===== config.mk =====
export PLATFORM = sky130hd
export DESIGN_NAME = multi_clock_enable
export DESIGN_NICKNAME = d
export VERILOG_FILES = /design/src/rtl/multi_clock_enable.sv
export SDC_FILE = /design/constraint.sdc
export NUM_CORES = 1
export LEC_CHECK = 0
export CAP_MARGIN = 20
export CORE_MARGIN = 4
export CORE_UTILIZATION = 60
export CTS_BUF_LIST = sky130_fd_sc_hd__clkbuf_8 sky130_fd_sc_hd__clkbuf_16
export DETAILED_ROUTE_END_ITERATION = 8
export PLACE_DENSITY = 0.84
export SYNTH_ARGS = -nofsm -noshare
export SYNTH_HDL_FRONTEND = slang
export SYNTH_SLANG_ARGS = --single-unit

===== constraint.sdc =====
create_clock -name clk -period 4.2 [get_ports clk]
set_input_delay 0.63 -clock clk [delete_from_list [all_inputs] [get_ports clk]]
set_output_delay 0.63 -clock clk [all_outputs]
set_load 0.03 [all_outputs]

===== src/rtl/multi_clock_enable.sv =====
// Multi-channel programmable clock-enable generator with shadowed divisors and a global sync.
// Optional macro MULTI_CLOCK_ENABLE_SQUARE_EN adds a half-rate square-wave output sq per channel.

module multi_clock_enable #(
  parameter int unsigned CLK_FREQ     = 12_000_000,
  parameter int unsigned DEFAULT_FREQ = 6_000_000,
  parameter int unsigned NUM_CH       = 4,
  parameter int unsigned DIV_W        = 16,
  localparam int unsigned CH_W        = (NUM_CH > 1) ? $clog2(NUM_CH) : 1
) (
  input  logic              clk,
  input  logic              rst_n,
  input  logic [NUM_CH-1:0] run,
  input  logic              sync,
  input  logic              wr_en,
  input  logic [CH_W-1:0]   wr_ch,
  input  logic [DIV_W-1:0]  wr_div,
  output logic              wr_ready,
  output logic [NUM_CH-1:0] pending,
`ifdef MULTI_CLOCK_ENABLE_SQUARE_EN
  output logic [NUM_CH-1:0] sq,
`endif
  output logic [NUM_CH-1:0] en
);

  localparam int unsigned      DEFAULT_DIV = CLK_FREQ / DEFAULT_FREQ;
  localparam logic [DIV_W-1:0] DEF_DIV     = DIV_W'(DEFAULT_DIV);
  localparam logic [CH_W:0]    NUM_CH_L    = (CH_W + 1)'(NUM_CH);

  if (NUM_CH < 1 || NUM_CH > 16) begin : g_bad_num_ch
    $error("multi_clock_enable: NUM_CH must be within 1..16");
  end
  if (DEFAULT_DIV == 0 || 64'(DEFAULT_DIV) >= (64'd1 << DIV_W)) begin : g_bad_div
    $error("multi_clock_enable: CLK_FREQ/DEFAULT_FREQ must be >= 1 and fit in DIV_W bits");
  end

  logic [DIV_W-1:0]  cnt_q [NUM_CH];
  logic [DIV_W-1:0]  cnt_d [NUM_CH];
  logic [DIV_W-1:0]  act_q [NUM_CH];
  logic [DIV_W-1:0]  act_d [NUM_CH];
  logic [DIV_W-1:0]  shd_q [NUM_CH];
  logic [DIV_W-1:0]  shd_d [NUM_CH];
  logic [NUM_CH-1:0] pend_q, pend_d;
  logic [NUM_CH-1:0] en_q, en_d;
  logic [NUM_CH-1:0] wr_hit;
  logic              in_range;
`ifdef MULTI_CLOCK_ENABLE_SQUARE_EN
  logic [NUM_CH-1:0] sq_q, sq_d;
`endif

  // Reload value for a period of max(div,1) cycles: divisors 0 and 1 both pulse every cycle.
  function automatic logic [DIV_W-1:0] reload(input logic [DIV_W-1:0] div);
    return (div == '0) ? '0 : div - 1'b1;
  endfunction

  // Out-of-range channels always look ready so their writes are swallowed instead of hanging.
  always_comb begin
    in_range = ({1'b0, wr_ch} < NUM_CH_L);
    wr_ready = in_range ? !pend_q[wr_ch] : 1'b1;
    wr_hit   = '0;
    if (wr_en && wr_ready && in_range) wr_hit[wr_ch] = 1'b1;
  end

  always_comb begin
    // NOTE: every next-state signal gets a hold/default value first so no path leaves it unassigned (no latches).
    cnt_d  = cnt_q;
    act_d  = act_q;
    shd_d  = shd_q;
    pend_d = pend_q;
    en_d   = '0;
`ifdef MULTI_CLOCK_ENABLE_SQUARE_EN
    sq_d   = sq_q;
`endif
    for (int i = 0; i < NUM_CH; i++) begin
      if (sync) begin
        cnt_d[i] = '0;
`ifdef MULTI_CLOCK_ENABLE_SQUARE_EN
        sq_d[i]  = 1'b0;
`endif
        // A write landing on the sync cycle bypasses the shadow and becomes active at once.
        if (wr_hit[i]) begin
          act_d[i]  = wr_div;
          pend_d[i] = 1'b0;
        end else if (pend_q[i]) begin
          act_d[i]  = shd_q[i];
          pend_d[i] = 1'b0;
        end
      end else begin
        if (run[i]) begin
          if (cnt_q[i] == '0) begin
            en_d[i] = 1'b1;
`ifdef MULTI_CLOCK_ENABLE_SQUARE_EN
            sq_d[i] = ~sq_q[i];
`endif
            if (pend_q[i]) begin
              act_d[i]  = shd_q[i];
              cnt_d[i]  = reload(shd_q[i]);
              pend_d[i] = 1'b0;
            end else begin
              cnt_d[i]  = reload(act_q[i]);
            end
          end else begin
            cnt_d[i] = cnt_q[i] - 1'b1;
          end
        end
        // A write is only accepted while pend is clear, so it never collides with the wrap swap above.
        if (wr_hit[i]) begin
          shd_d[i]  = wr_div;
          pend_d[i] = 1'b1;
        end
      end
    end
  end

  always_ff @(posedge clk or negedge rst_n) begin
    if (!rst_n) begin
      // NOTE: these per-channel arrays are plain flops, not RAM, so they take the async reset like any register.
      for (int i = 0; i < NUM_CH; i++) begin
        cnt_q[i] <= '0;
        act_q[i] <= DEF_DIV;
        shd_q[i] <= DEF_DIV;
      end
      pend_q <= '0;
      en_q   <= '0;
`ifdef MULTI_CLOCK_ENABLE_SQUARE_EN
      sq_q   <= '0;
`endif
    end else begin
      // NOTE: state is updated with non-blocking assignments so all flops sample the same pre-edge values.
      cnt_q  <= cnt_d;
      act_q  <= act_d;
      shd_q  <= shd_d;
      pend_q <= pend_d;
      en_q   <= en_d;
`ifdef MULTI_CLOCK_ENABLE_SQUARE_EN
      sq_q   <= sq_d;
`endif
    end
  end

  assign pending = pend_q;
  assign en      = en_q;
`ifdef MULTI_CLOCK_ENABLE_SQUARE_EN
  assign sq      = sq_q;
`endif

endmodule


==> impl_metrics.py <==
metrics = {
    "run_status": {
        "run_status": "complete, no violations",
    },
    "critical_path": {
        "arrival_ns": 2.68,
        "worst_setup_path_end_kind": "output port",
        "path_max_fanout": 7,
        "crit_type": "primary input to output port",
        "cp-start-kind": "primary input",
        "worstPathRequired_ns": 3.57,
    },
    "logic_synthesis": {
        "synth_xor_area_frac": 0.0624,
        "synthDistinctLibCells": 88,
        "synth_fa_ha_area_frac": 0.0158,
        "syn-num-nets": 1391,
        "synth_edf_count": 0,
        "synth-compound-area-share": 0.228,
        "synthesis.area_mm2": 0.0126,
        "netlist_instances": 1349,
        "synth_top_family_by_area": "compound AO/OA/AOI/OAI gates",
        "yosys_warnings": 0,
        "synth.avg_cell_area_um2": 9.37,
        "synth_simple_gate_area_frac": 0.194,
        "ys_seq_area_frac": 0.397,
        "muxShareOfSynthArea": 0.0646,
        "synth_ff_type": "dfrtp_1",
        "async_flop_share": 1.00,
        "ys_ff_latch": 200,
    },
    "place": {
        "port_buffers": 34,
        "gp_congestion": 0.927,
        "hpwlAfterDp_mm": 23.3,
    },
    "detailed_routing": {
        "dr.pass1.iters": 6,
        "vias": 11300,
        "via_per_inst": 6.89,
        "avgRoutedWirePerCell_um": 20.9,
        "wl_mm": 34.3,
        "postRouteAntennaNets": 0,
        "drt_iter0_drc": 1287,
        "drc": 0,
    },
    "clock_network": {
        "cts_resized": 0,
        "clock_sink_count": 200,
        "clk_latency_ns": 0.46,
        "clockBufferDepth": 2,
        "cts-root-buf": "clkbuf_16",
        "tritoncts": "yes",
        "cts_made_buffers": 17,
        "ctsHoldBuffers": 0,
        "postCtsSetupRepairBufs": 0,
        "cts-htree-levels": 4,
        "clkTransAtPathRegs_ns": 0.07,
    },
    "global_routing": {
        "grt_max_degree": 87,
        "overflow": 0,
        "antenna_found_initial": 1,
        "grt_pass1_vias": 10600,
        "grt_pass1_wl_mm": 56.0,
        "grt_usage": 0.290,
    },
    "floorplanning": {
        "io_pins": 35,
        "die_w_um": 153,
        "coreArea_mm2": 0.0205,
        "die_h_um": 153,
        "start_util": 0.617,
        "dieArea_mm2": 0.0235,
        "row_count": 52,
    },
    "timing": {
        "period_needed_ns": 3.31,
        "rsz0062_at_grt": "false",
        "finalSetupViolCount": 0,
        "maxSlewViolCount": 0,
        "maxSlewHeadroom": 0.295,
        "fin_setup_tns_ns": 0,
        "post-route-period-util": 0.789,
        "max_freq_ghz": 0.302,
        "hold_violations": 0,
        "worst_pin_slew_ns": 1.05,
        "fin_skew_ns": 0.0129,
    },
    "final_layout": {
        "final_net_count": 1398,
        "syn_to_final_growth_pct": 8.87,
        "final_cell_mix": "dfrtp_1 (192), nand2_1 (109), nor2_1 (108)",
        "final_layout_size_suffix_gt1_frac": 0.132,
        "final_common_cell": "dfrtp_1",
    },
    "power_and_ir_drop": {
        "power.total_uw": 9390,
        "leakage_uw": 0.00532,
        "vdd_drop_max_uv": 376,
        "p_per_area_mw_per_mm2": 682,
    },
    "job": {
        "maxCapViolations": 0,
    },
    "min_path": {
        "worst_hold_path_type": "primary input to asynchronous set/reset pin",
    },
}
## final cells by class
cell class	instances	area, µm²
multi-input cells	1040	7150
fillers	1555	6730
flip-flops and latches	200	5010
repair buffers	59	539
clock buffers	17	425
well taps	270	338
clock inverters	15	151
inverters	38	143
diodes	1	2.50
## final timing paths
check / startpoint / to / slack (ns) / cells after the start
max: wr_ch[0] / wr_ready / 0.89 / 4
min: rst_n / cnt_q[14] / 0.15 / 1
max reg2reg: shd_q[25] / cnt_q[23] / 1.26 / 6
min reg2reg: act_q[49] / act_q[49] / 0.52 / 1
max in group asynchronous: rst_n / shd_q[5] / 2.94 / 2
min in group clk: act_q[49] / act_q[49] / 0.52 / 1
## power breakdown
group | internal [µW] | switching [µW]
logic | 1850 | 2230
registers | 2640 | 1040
clock network | 794 | 835
total | 5280 | 4100
## registers in the layout, summed over array words and instances (netlist names)
signal	cells
act_q	64
cnt_q	64
pending	4
shd_q	64
en	4
## per-layer routing
| layer | part of all wire | GRT usage | wire length, µm | vias up |
|---|---|---|---|---|
| li1 | - | - | - | 5132 |
| met1 | 0.42 | 0.405 | 14400 | 5497 |
| met2 | 0.46 | 0.452 | 15900 | 602 |
| met3 | 0.095 | 0.0684 | 3250 | 70 |
| met4 | 0.021 | 0.0933 | 709 | 0 |
| met5 | 0 | 0 | 0 | - |
## logic make-up after synthesis
| kind of cell | count (synthesis) |
|---|---|
| AOI/OAI and AO/OA | 396 |
| xor gates and xnor gates | 90 |
| adders and majority gates | 16 |
| buffers and inverters | 109 |
| DFF | 200 |
| muxes | 73 |
| and+or+nand+nor | 465 |
## through the flow
stage	hold WS [ns]	instances	instance area, µm²	setup WS [ns]	utilization
after floorplan	0.334	1349	12600	1.59	-
after global placement	0.511	1607	13200	0.820	0.643
after detailed placement	0.512	1607	13200	0.734	0.643
after CTS	0.171	1639	13800	0.898	0.671
after global routing	0.183	1640	13800	0.823	0.672
final	0.151	1640	13800	0.887	0.672
## cell usage after synthesis (9+ instances only)
master	n	area (µm²)
nand2_1	109	409
a31oi_1	13	81.3
nor2_1	108	405
o31ai_1	10	75.1
xor2_1	42	368
a21oi_1	66	330
or4_1	10	75.1
or3_1	9	56.3
o21ai_0	46	230
clkbuf_1	43	161
nand4_1	10	62.6
o22ai_1	84	526
nor4_1	24	150
buf_2	15	75.1
ha_1	16	200
a2bb2oi_1	51	447
nand3_1	39	195
dfrtp_1	192	4800
inv_1	33	124
nor2b_1	12	75.1
o221ai_1	19	166
nor3b_1	10	75.1
nor3_1	63	315
xnor2_1	48	420
mux2i_1	13	130
a2bb2oi_2	10	150
mux2_2	59	664
## worst max-delay path, stage by stage
cell and delay [ns]:
clkdlybuf4s50_1 0.67, mux4_2 0.57, inv_1 0.12, clkdlybuf4s50_1 0.69
Power figures use the tool's default switching activity.
